--- config.mk ---
export PLATFORM = sky130hd
export DESIGN_NAME = fetch_unit_flat
export DESIGN_NICKNAME = d
export VERILOG_FILES = /design/src/rtl/fetch_unit_if.sv /design/src/rtl/fetch_unit.sv /design/src/flat_wrapper.sv
export SDC_FILE = /design/constraint.sdc
export NUM_CORES = 1
export LEC_CHECK = 0
export BUFFER_PORTS_ARGS = -buffer_cell sky130_fd_sc_hd__buf_2
export CAP_MARGIN = 20
export CORE_MARGIN = 2
export CORE_UTILIZATION = 50
export CTS_CLUSTER_SIZE = 10
export DETAILED_ROUTE_END_ITERATION = 10
export MAX_ROUTING_LAYER = met4
export PLACE_DENSITY = 0.77
export SYNTH_ARGS = -nofsm -noshare
export SYNTH_HDL_FRONTEND = slang
export SYNTH_SLANG_ARGS = --single-unit
export TNS_END_PERCENT = 50
--- constraint.sdc ---
create_clock -name clk -period 13.9 [get_ports clk]
set_input_delay 0.695 -clock clk [delete_from_list [all_inputs] [get_ports clk]]
set_output_delay 0.695 -clock clk [all_outputs]
set_load 0.1 [all_outputs]
--- src/rtl/fetch_unit_if.sv ---
// fetch_unit_if: instruction-memory request/response bus.
// master (fetch unit): drives req/addr, receives gnt/rvalid/rdata.
// slave (memory): the reverse.
interface fetch_unit_if;
  logic        req;
  logic [29:0] addr;
  logic        gnt;
  logic        rvalid;
  logic [31:0] rdata;
  modport master(output req, addr, input gnt, rvalid, rdata);
  modport slave(input req, addr, output gnt, rvalid, rdata);
endinterface

--- src/rtl/fetch_unit.sv ---
// fetch_unit: single-outstanding instruction fetch with IF/ID register and one-entry hold buffer.
// Ports: clk, rst (async, active high); i_next_pc/i_redirect/i_stall from core;
// imem (fetch_unit_if.master) to instruction memory; o_cur_pc to next-PC logic;
// o_if_valid/o_if_pc/o_if_instr form the IF/ID register.
module fetch_unit (
  input  logic         clk,
  input  logic         rst,
  input  logic [29:0]  i_next_pc,
  input  logic         i_redirect,
  input  logic         i_stall,
  fetch_unit_if.master imem,
  output logic [29:0]  o_cur_pc,
  output logic         o_if_valid,
  output logic [29:0]  o_if_pc,
  output logic [31:0]  o_if_instr
);
  typedef enum logic [1:0] {S_REQ, S_WAIT, S_HOLD, S_DROP} state_t;
  state_t      r_state, w_next;
  logic [29:0] r_pc, r_hold_pc, r_if_pc;
  logic [31:0] r_hold_instr, r_if_instr;
  logic        r_if_valid, w_deliver, w_req;
  // An instruction enters IF/ID only when decode accepts and no redirect squashes it.
  assign w_deliver = !i_redirect && !i_stall &&
                     ((r_state == S_WAIT && imem.rvalid) || r_state == S_HOLD);
  always_comb begin
    w_next = r_state;
    w_req  = r_state == S_REQ && !rst;
    case (r_state)
      S_REQ:  w_next = imem.gnt ? (i_redirect ? S_DROP : S_WAIT) : S_REQ;
      S_WAIT: w_next = imem.rvalid ? ((i_stall && !i_redirect) ? S_HOLD : S_REQ)
                                   : (i_redirect ? S_DROP : S_WAIT);
      S_HOLD: w_next = (i_stall && !i_redirect) ? S_HOLD : S_REQ;
      S_DROP: w_next = imem.rvalid ? S_REQ : S_DROP;
      default: w_next = S_REQ;
    endcase
  end
  always_ff @(posedge clk or posedge rst) begin
    if (rst) begin
      r_state      <= S_REQ;
      r_pc         <= '0;
      r_hold_pc    <= '0;
      r_hold_instr <= '0;
      r_if_valid   <= 1'b0;
      r_if_pc      <= '0;
      r_if_instr   <= '0;
    end else begin
      r_state <= w_next;
      if (i_redirect || w_deliver) r_pc <= i_next_pc;
      // Capturing on every WAIT response is harmless: the buffer is only read in HOLD.
      if (r_state == S_WAIT && imem.rvalid) {r_hold_pc, r_hold_instr} <= {r_pc, imem.rdata};
      if (i_redirect) r_if_valid <= 1'b0;
      else if (!i_stall) r_if_valid <= w_deliver;
      if (w_deliver)
        {r_if_pc, r_if_instr} <= r_state == S_HOLD ? {r_hold_pc, r_hold_instr}
                                                   : {r_pc, imem.rdata};
    end
  end
  assign imem.req   = w_req;
  assign imem.addr  = r_pc;
  assign o_cur_pc   = r_pc;
  assign o_if_valid = r_if_valid;
  assign o_if_pc    = r_if_pc;
  assign o_if_instr = r_if_instr;
endmodule

--- src/flat_wrapper.sv ---
// flat-port wrapper written by rule: the top's interface ports become plain ports
module fetch_unit_flat 
  (clk, rst, i_next_pc, i_redirect, i_stall, o_cur_pc, o_if_valid, o_if_pc, o_if_instr, imem_req, imem_addr, imem_gnt, imem_rvalid, imem_rdata);
  fetch_unit_if imem_i ();
  input  logic clk;
  input  logic rst;
  input  logic [29:0] i_next_pc;
  input  logic i_redirect;
  input  logic i_stall;
  output logic [29:0] o_cur_pc;
  output logic o_if_valid;
  output logic [29:0] o_if_pc;
  output logic [31:0] o_if_instr;
  output wire logic [$bits(imem_i.req)-1:0] imem_req;
  output wire logic [$bits(imem_i.addr)-1:0] imem_addr;
  input wire logic [$bits(imem_i.gnt)-1:0] imem_gnt;
  input wire logic [$bits(imem_i.rvalid)-1:0] imem_rvalid;
  input wire logic [$bits(imem_i.rdata)-1:0] imem_rdata;
  assign imem_req = imem_i.req;
  assign imem_addr = imem_i.addr;
  assign imem_i.gnt = imem_gnt;
  assign imem_i.rvalid = imem_rvalid;
  assign imem_i.rdata = imem_rdata;
  fetch_unit u_core (.clk(clk), .rst(rst), .i_next_pc(i_next_pc), .i_redirect(i_redirect), .i_stall(i_stall), .imem(imem_i), .o_cur_pc(o_cur_pc), .o_if_valid(o_if_valid), .o_if_pc(o_if_pc), .o_if_instr(o_if_instr));
endmodule
After elaboration in Yosys (flattened, before gate mapping)
Index checks and enable logic that the tools add are counted. W data, S select, Z words.

Reductions and logical operators: 11. Multiplexer cells: 9. Equal/unequal tests: 4.

Operators by type and width (number): $mux W62 (1); $mux W2 (5); $pmux W2 S4 (1); $logic_and A1 B1 Y1 (5); $eq A2 B2 Y1 const B (2); $logic_not A1 Y1 (3); $eq A2 B1 Y1 const B (1); $logic_not A2 Y1 (1); $logic_or A1 B1 Y1 (2); $mux W1 (2); $ne A2 B2 Y1 const B (1).

Input bits: 68. Register bits after elaboration: 157. Logic and storage cells: 31. Output and inout port bits: 124.

Depth between registers and ports, before layout
Gate-level depths: netlist of the first run.

Depth after elaboration: 6. Gate-level depth with buffers: 6.

Least setup slack after synthesis of the first run
OpenSTA, ideal clock, no wires.

Path kind: input-to-output. From: input port rst. To: output port imem_req. Required time: 13205 ps. Cell stages on the path: 1. Path slack: 10483 ps. Data arrival time: 2722 ps. Path through: nor3_1.

Longest elaborated chain between the ends: 2.

Ends and longest elaborated chain: start: declaration (line flat_wrapper.sv:6) `input logic rst;`; $logic_not A1 Y1 (line fetch_unit.sv:27) `w_req = r_state == S_REQ && !rst;`; $logic_and A1 B1 Y1 (line fetch_unit.sv:27); end: declaration (line flat_wrapper.sv:14) `output wire logic [$bits(imem_i.req)-1:0] imem_req;`.

Every way passes these cells.

Worst setup path in the final report of the first run
From: register u_core.r_state[1]. To: register u_core.r_pc[19], in the netlist u_core.imem.addr[19].

Longest elaborated chain between the ends: 5. Elaborated cells between the ends (all ways): 6. Classes of those cells: eq/ne (2); reduce/logical (4).

Ends and longest elaborated chain: start: declaration (line fetch_unit.sv:18) `state_t r_state, w_next;`; start signal: assignment (line fetch_unit.sv:47) `r_state <= w_next;`; $eq A2 B1 Y1 (line fetch_unit.sv:24) `((r_state == S_WAIT && imem.rvalid) || r_state == S_HOLD);`; $logic_and A1 B1 Y1 (line fetch_unit.sv:24); $logic_or A1 B1 Y1 (*) (line fetch_unit.sv:24); $logic_and A1 B1 Y1 (*) (line fetch_unit.sv:23) `assign w_deliver = !i_redirect && !i_stall &&`; $logic_or A1 B1 Y1 (*) (line fetch_unit.sv:48) `if (i_redirect || w_deliver) r_pc <= i_next_pc;`; end signal: assignment (line fetch_unit.sv:48); end: declaration (line fetch_unit.sv:19) `logic [29:0] r_pc, r_hold_pc, r_if_pc;`.

Every way passes the cells marked *; elsewhere a longest branch is shown, timed or not. A chain may end at the register's enable or synchronous reset.

==> metrics.md, run 1 <==
| Metric | Value |
|---|---|
| CP Max Fanout | 65 |
| PortBufs | 191 |
| Final std cells w/o fill | 1051 |
| TritonCTS clock tree | done |
| # setup viols final | 0 |
| Cell variety after synth | 22 |
| Ports | 192 |
| CTS clk-pin slew, worst paths | 0.06 ns |
| Die Outline Area | 0.01591 mm2 |
| Area Overhead vs Synth | 18.71% |
| Root Buffer | clkbuf_16 |
| Mapped Area | 0.007456 mm2 |
| Syn Area/Cell | 10.49 um2 |
| CTS buffer count | 17 |
| Detailed Place HPWL | 10020 um |
| Clk sink count | 157 |
| Synth warnings | 0 |
| Tot GR Track Use | 21.85% |
| Post-CTS sizing | 0 |
| Drt total wl | 16490 um |
| Worst slew pin tran | 0.9453 ns |
| Most frequent cells in the layout | 217 x nand2_1, 191 x buf_2, 157 x dfrtp_1 |
| Initial antenna violation count | 2 |
| Grt ovf | 0 |
| FF+latch count, synth | 157 |
| CP arrival | 2.55 ns |
| Commonest non-fill, non-tap cell in the layout | nand2_1 |
| Largest net degree at the start of global routing | 85 |
| Hold buffers post-CTS | 0 |
| Nets | 919 |
| Hold crit path type | primary input to async pin |
| Max Clk Rate | 434.6 MHz |
| Seq/Total Area, Yosys | 52.69% |
| Setup crit start kind | flop |
| Core ar. | 0.01453 mm2 |
| H-tree depth | 4 |
| R2R setup slack | 11.60 ns |
| Post-DR vias/cell | 5.200 |
| Initial core utilization | 51.30% |
| Postcts setup bufs | 0 |
| Remaining DRCs | 0 |
| Synth Instances | 711 |
| Rows | 44 |
| Worst R2R Path Depth | 4 |
| Slew HR | 36.98% |
| GPL Wtd Cong | 0.7456 |
| Via Count | 5465 |
| Crit. End Element | flop |
| CP Data Required Time | 14.15 ns |
| Inst Count DP | 1016 |
| Final Max Slew Viols | 0 |
| DRT Pass-1 Iters | 4 |
| First-pass GRT wire length | 27100 um |
| Clk Latency, worst-skew pair | 0.42 ns |
| Number of global-route vias before repair | 5222 |
| Initial DRC count | 349 |
| Post-Syn Nets | 779 |
| Post-layout min period | 2.301 ns |
| Max Cap Viol | 0 |
| DRT antenna net count | 0 |
| Drt wl/cell | 15.69 um |
| Fin Setup TNS | 0 ns |
| Status | complete, no violations |
| Layout cells sized above 1 | 40.56% |
| EDFF count, synth | 0 |
| CP Class | flop to flop |
| CP max stage delay | 0.80 ns |
| Die Y | 126.1 um |
| Slowest cell on crit path | a21oi_4 |
| Unrepaired setup endpoints after global routing | no |
| Worst hold margin | 0.4140 ns |
| Final hold vios | 0 |
| Top_reg_cell synth | dfrtp_1 |
| Skew final | 0.006351 ns |
| Final worst path period share | 16.55% |
| Crit path cell chain | nand3b_1 -> buf_4 -> a21oi_4 -> o211ai_1 |
| Asr flop ratio synth | 100.0% |
| Die Wd | 126.1 um |
| Clock Tree Buf Depth | 2 |
## cells in the mapped netlist, types with 2 or more instances
cell | n | area, um2
nand2_1 | 217 | 814.5
dfrtp_1 | 157 | 3929
mux2_2 | 118 | 1329
clkbuf_1 | 34 | 127.6
nand2b_1 | 32 | 200.2
nor2b_1 | 32 | 200.2
buf_4 | 30 | 225.2
o211ai_1 | 30 | 225.2
o21ai_0 | 30 | 150.1
buf_6 | 6 | 67.56
mux2_1 | 6 | 67.56
buf_2 | 4 | 20.02
a21oi_1 | 3 | 15.01
buf_1 | 3 | 11.26
a21o_1 | 2 | 15.01
## critical path: cells and delay by family, from the launching register on
family | cells | cell delay, ns
AOI/OAI and AO/OA | 2 | 1.03
DFF | 1 | 0.45
and+or+nand+nor | 1 | 0.25
buffers and inverters | 1 | 0.40
## cell type report
cell class              instances  area, um2
clock inverters                 8      90.09
well taps                     184      230.2
flip-flops and latches        157       3929
diodes                          4      10.01
repair buffers                198       1008
multi-input cells             476       3097
fillers                      1255       5683
inverters                       1      8.758
clock buffers                  23      478.0
## cell families after synthesis
logic type,synth area share (%)
buffers and inverters,6.108
DFF,52.69
muxes,18.73
and+or+nand+nor,16.63
AOI/OAI and AO/OA,5.840
## layer usage
metal	vias to the layer above	GRT usage [%]	share of wire, %
met2	157	32.80	46
met1	2680	29.77	46
li1	2610	-	-
met4	0	6.852	1.4
met5	-	-	0
met3	18	5.055	6.2
## through the flow
| step | setup slack (ns) | utilization (%) | area, um2 |
|---|---|---|---|
| 2_1_floorplan | 8.970 | - | 7456 |
| 3_3_place_gp | 11.26 | 56.92 | 8273 |
| 3_5_place_dp | 11.24 | 56.92 | 8273 |
| 4_1_cts | 11.57 | 60.83 | 8841 |
| 5_1_grt | 11.40 | 60.86 | 8846 |
| 6_report | 11.60 | 60.90 | 8851 |
## sequential cells by signal (all words and copies together) (netlist names)
register and cells:
u_core.r_state 2, u_core.o_if_pc 30, u_core.o_if_instr 32, u_core.r_hold_instr 32
u_core.o_if_valid 1, u_core.r_hold_pc 30, u_core.imem.addr 30
## final timing paths
path                                startpoint                 endpoint
setup / recovery             u_core.r_state[1]     u_core.imem.addr[19]
max in group asynchronous                  rst       u_core.o_if_pc[17]
hold / removal                             rst  u_core.r_hold_instr[26]
min in group clk           u_core.r_hold_pc[2]      u_core.r_hold_pc[2]
setup reg to reg             u_core.r_state[1]     u_core.imem.addr[19]
hold reg to reg            u_core.r_hold_pc[2]      u_core.r_hold_pc[2]
Power of run 1 is not shown: default switching activity piles up to over one toggle a cycle in this logic, so the estimate is an artifact.
==> run 2: changes to the inputs <==
==> constraint.sdc (replaced) <==
create_clock -name clk -period 2.35 [get_ports clk]
set_input_delay 0.1175 -clock clk [delete_from_list [all_inputs] [get_ports clk]]
set_output_delay 0.1175 -clock clk [all_outputs]
set_load 0.1 [all_outputs]
==> run 2 against run 1 <==
Non-clock buffer count up 72. Fmax increased by 24%. Critical path type unchanged. Setup slack got worse by 11 ns. Core utilization is 5.1 points higher. Largest cell class unchanged. Flip-flop and latch count unchanged. Cell count rose by 6.5%. Routed wire length is 8.6% higher. Hold slack worse by 0.35 ns. Clock-buffer cell count is 3 lower.
==> metrics.md, run 2 (synthesis gave the netlist of run 1 again) <==
| Metric | Value |
|---|---|
| CTS buffer count | 17 |
| Design Area, Final | 0.009592 mm2 |
| Initial DRC count | 275 |
| Final std cells w/o fill | 1119 |
| Tot GR Track Use | 24.08% |
| Final worst path period share | 78.93% |
| Commonest non-fill, non-tap cell in the layout | nand2_1 |
| DRT Pass-1 Iters | 4 |
| Post-CTS sizing | 0 |
| Hold Crit Start | imem_rvalid |
| Post-DR vias/cell | 5.176 |
| Initial antenna violation count | 0 |
| Worst R2R Path Depth | 4 |
| CP Data Required Time | 2.65 ns |
| Root Buffer | clkbuf_16 |
| Rows | 44 |
| Setup crit start kind | flop |
| Clk sink count | 157 |
| Status | complete, no violations |
| Remaining DRCs | 0 |
| H-tree depth | 4 |
| Slew HR | 61.70% |
| Post-place instance area | 0.008417 mm2 |
| Ports | 192 |
| Initial core utilization | 51.30% |
| Core ar. | 0.01453 mm2 |
| Layout cells sized above 1 | 38.29% |
| Number of global-route vias before repair | 6027 |
| CP Max Fanout | 34 |
| Max Clk Rate | 539.1 MHz |
| Post-layout min period | 1.855 ns |
| Crit. End Element | flop |
| Worst reg2reg endpoint | u_core.o_if_instr[17] |
| Die Wd | 126.1 um |
| PortBufs | 191 |
| Drt wl/cell | 16.00 um |
| DRT antenna net count | 0 |
| CTS clk-pin slew, worst paths | 0.06 ns |
| CP Class | flop to flop |
| Nets | 991 |
| Hold crit path type | primary input to flop |
| ANT cells | 0 |
| Max Cap Viol | 0 |
| First-pass GRT wire length | 30030 um |
| Unrepaired setup endpoints after global routing | no |
| Worst slew pin tran | 0.5733 ns |
| Inst Count DP | 1024 |
| Detailed Place HPWL | 10730 um |
| Largest net degree at the start of global routing | 74 |
| GPL Wtd Cong | 0.7529 |
| R2R setup slack | 0.50 ns |
| Clock Tree Buf Depth | 2 |
| Most frequent cells in the layout | 217 x nand2_1, 191 x buf_2, 157 x dfrtp_1 |
| Fin Setup TNS | 0 ns |
| Hold-critical path depth | 3 |
| Clk Latency, worst-skew pair | 0.41 ns |
| WHS Endpoint | u_core.r_state[0] |
| Die Outline Area | 0.01591 mm2 |
| Die Y | 126.1 um |
| CP arrival | 2.15 ns |
| TritonCTS clock tree | done |
| Skew final | 0.005193 ns |
| Drt total wl | 17900 um |
| Postcts setup bufs | 0 |
| Via Count | 5792 |
| # setup viols final | 0 |
| Grt ovf | 0 |
| Reg2reg start | u_core.r_state[0] |
| Area Overhead vs Synth | 28.65% |
| Final hold vios | 0 |
| Final Max Slew Viols | 0 |
| Hold buffers post-CTS | 64 |
## run 2: layout make-up
cell class	count	area, um2
Clock buffer	20	436.7
Inverter	1	7.507
Tap cell	184	230.2
Timing Repair Buffer	270	1797
Fill cell	1125	4942
Sequential cell	157	3929
Clock inverter	11	97.59
Multi-Input combinational cell	476	3094
## run 2: critical path, cell delays in order (launching register included)
cell and delay (ns):
dfrtp_1 0.45, nand2b_2 0.26, a211oi_4 0.36, buf_12 0.26, mux2_2 0.38
## run 2: worst max path at each step
stage / start / to
2_1_floorplan: u_core.r_state[0] / imem_req
3_3_place_gp: u_core.r_state[0] / u_core.o_if_instr[13]
3_5_place_dp: u_core.r_state[0] / u_core.o_if_instr[18]
4_1_cts: u_core.r_state[0] / u_core.o_if_instr[10]
5_1_grt: u_core.r_state[1] / u_core.o_if_instr[17]
6_report: u_core.r_state[0] / u_core.o_if_instr[17]
## run 2: per-layer routing
metal	wire length [um]	up-vias	track usage (%)
met5	0	-	-
met4	209	0	6.529
met3	896	19	5.268
met2	8607	181	39.25
met1	8191	2851	30.68
li1	-	2741	-
## run 2: metrics by stage
stage	hold WS (ns)	util [%]	setup slack, ns
final	0.06513	66.00	0.4951
after floorplan	0.2229	-	-0.2585
after global routing	0.06873	66.00	0.4197
after global placement	0.2271	57.91	0.5609
after detailed placement	0.2298	57.91	0.5187
after CTS	0.05130	66.00	0.5019
Power of run 2 is left out for the same reason.
==> run 3: changes to the inputs <==
--- a/config.mk
+++ b/config.mk
@@ -8,7 +8,7 @@
 export BUFFER_PORTS_ARGS = -buffer_cell sky130_fd_sc_hd__buf_2
 export CAP_MARGIN = 20
 export CORE_MARGIN = 2
-export CORE_UTILIZATION = 50
+export CORE_UTILIZATION = 48
 export CTS_CLUSTER_SIZE = 10
 export DETAILED_ROUTE_END_ITERATION = 10
 export MAX_ROUTING_LAYER = met4
==> constraint.sdc (replaced) <==
create_clock -name clk -period 1.49 [get_ports clk]
set_input_delay 0.0745 -clock clk [delete_from_list [all_inputs] [get_ports clk]]
set_output_delay 0.0745 -clock clk [all_outputs]
set_load 0.1 [all_outputs]
==> run 3 against run 2 <==
The flow now finishes with violations (setup timing). Flip-flop and latch count unchanged. First-iteration DRC count grew 9.1%. Sequential share of layout area decreased by 2.0 points. Core utilization increased by 0.27 points. Clock-buffer cell count rose by 1. Via count grew 2.5%. Routed wire length rose by 6.0%. Die area increased by 4.0%. Largest cell class unchanged.
==> metrics.md, run 3 (synthesis gave the netlist of run 1 again) <==
| Metric | Value |
|---|---|
| Rows | 45 |
| Detailed Place HPWL | 10990 um |
| Die Y | 128.6 um |
| Root Buffer | clkbuf_16 |
| Failing checks | setup timing |
| Initial antenna violation count | 0 |
| Remaining DRCs | 0 |
| CP Max Fanout | 32 |
| First-pass GRT wire length | 30950 um |
| Final Max Slew Viols | 0 |
| TritonCTS clock tree | done |
| CP arrival | 2.09 ns |
| CTS clk-pin slew, worst paths | 0.06 ns |
| Number of global-route vias before repair | 6153 |
| Tot GR Track Use | 24.65% |
| ANT cells | 0 |
| Commonest non-fill, non-tap cell in the layout | nand2_1 |
| GRT met3 Usage | 4.948% |
| Area Overhead vs Synth | 35.11% |
| Max Clk Rate | 560.0 MHz |
| Final worst path period share | 119.9% |
| Post-DR vias/cell | 5.186 |
| Layout cells sized above 1 | 40.23% |
| Met1 global-route usage | 31.77% |
| Gr busiest metal | met2 |
| Core ar. | 0.01520 mm2 |
| Most frequent cells in the layout | 217 x nand2_1, 190 x buf_2, 157 x dfrtp_1 |
| Largest net degree at the start of global routing | 94 |
| Multi-input gate area | 0.003164 mm2 |
| Clk Latency, worst-skew pair | 0.42 ns |
| Worst slew pin tran | 0.5099 ns |
| Drt wl/cell | 16.57 um |
| Design Area, Final | 0.01007 mm2 |
| Clk sink count | 157 |
| Initial core utilization | 49.05% |
| Die Outline Area | 0.01655 mm2 |
| Initial DRC count | 300 |
| Drt total wl | 18970 um |
| CP Class | flop to flop |
| Clock Tree Buf Depth | 2 |
| Slowest cell on crit path | dfrtp_1 |
| CP max stage delay | 0.40 ns |
| GPL Wtd Cong | 0.7656 |
| DRT antenna net count | 0 |
| Crit path cell chain | nand3b_1 -> a211oi_4 -> buf_6 -> buf_16 -> mux2_2 |
| # setup viols final | 94 |
| Filler cells | 1129 |
| Post-layout min period | 1.786 ns |
| PortBufs | 191 |
| Storage cell area | 0.003929 mm2 |
| H-tree depth | 4 |
| Hold crit path type | primary input to flop |
| Post-place instance area | 0.008589 mm2 |
| Grt ovf | 0 |
| Max Cap Viol | 0 |
| Slew HR | 66.24% |
| Skew final | 0.008287 ns |
| Unrepaired setup endpoints after global routing | yes |
| CTS buffer count | 17 |
| Setup crit start kind | flop |
| Grt met2 use | 38.77% |
| Place WS | -0.2531 ns |
| Status | complete, but fails checks |
| Nets | 1012 |
| CP Data Required Time | 1.79 ns |
| Crit. End Element | flop |
| Die Wd | 128.6 um |
| Final hold vios | 0 |
| Post-route worst setup slack | -0.2959 ns |
| Ports | 192 |
| DRT Pass-1 Iters | 4 |
| Via Count | 5938 |
## run 3: cell count changes in the layout (fill, tap and decap cells not counted), moves of 3 or more
cell | before | now
buf_12 | 7 | 13
buf_4 | 8 | 13
buf_6 | 0 | 7
bufinv_16 | 1 | 4
clkbuf_8 | 0 | 3
clkinvlp_4 | 8 | 5
mux2_1 | 6 | 2
mux2_2 | 118 | 106
mux2_4 | 0 | 16
## run 3: worst paths after layout
check / cells after the start / from / endpoint / slack (ns)
max: 5 / u_core.r_state[1] / u_core.o_if_pc[24] / -0.30
min: 3 / i_redirect / u_core.o_if_valid / 0.18
max reg2reg: 5 / u_core.r_state[1] / u_core.o_if_pc[24] / -0.30
min reg2reg: 2 / u_core.r_hold_pc[1] / u_core.r_hold_pc[1] / 0.47
max in group asynchronous: 4 / rst / u_core.o_if_pc[26] / 0.69
min in group asynchronous: 4 / rst / u_core.imem.addr[3] / 0.35
## run 3: worst max-delay path, delay by kind of cell (launching register included)
kind            cells  cell delay (ns)
buf+inv             2             0.34
compound gates      1             0.27
simple gates        1             0.25
flops               1             0.40
mux                 1             0.37
## run 3: routing by layer
layer,part of all wire (%),vias to the layer above
met5,0,-
met4,1.6,0
met3,5.4,24
met2,49,195
met1,44,2925
li1,-,2794
## run 3: final cells by class
cell class	count	share of cell area (%)
Clock buffer	21	4.571
Clock inverter	11	1.640
Inverter	1	0.07452
Multi-Input combinational cell	476	31.41
Sequential cell	157	39.00
Tap cell	188	2.335
Timing Repair Buffer	291	20.97
## run 3: what timing repair did
| action | 4_1_cts | 5_1_grt |
|---|---|---|
| setup endpoints to repair | 121 | 127 |
| gates cloned | 3 | 0 |
| hold buffers | 65 | 0 |
| gates resized for setup | 26 | 9 |
| setup buffers | 4 | 0 |
| endpoints found under the hold margin | 220 | 0 |
## run 3: metrics by stage
stage | TNS [ns] | hold slack, ns | cells | utilization (%)
2_1_floorplan | -108.98 | 0.1799 | 711 | -
3_3_place_gp | -17.55 | 0.2623 | 1041 | 56.50
3_5_place_dp | -22.43 | 0.2717 | 1041 | 56.50
4_1_cts | -22.96 | 0.1599 | 1145 | 66.02
5_1_grt | -28.40 | 0.2021 | 1145 | 66.26
6_report | -19.96 | 0.1770 | 1145 | 66.26
Power of run 3 is left out for the same reason.
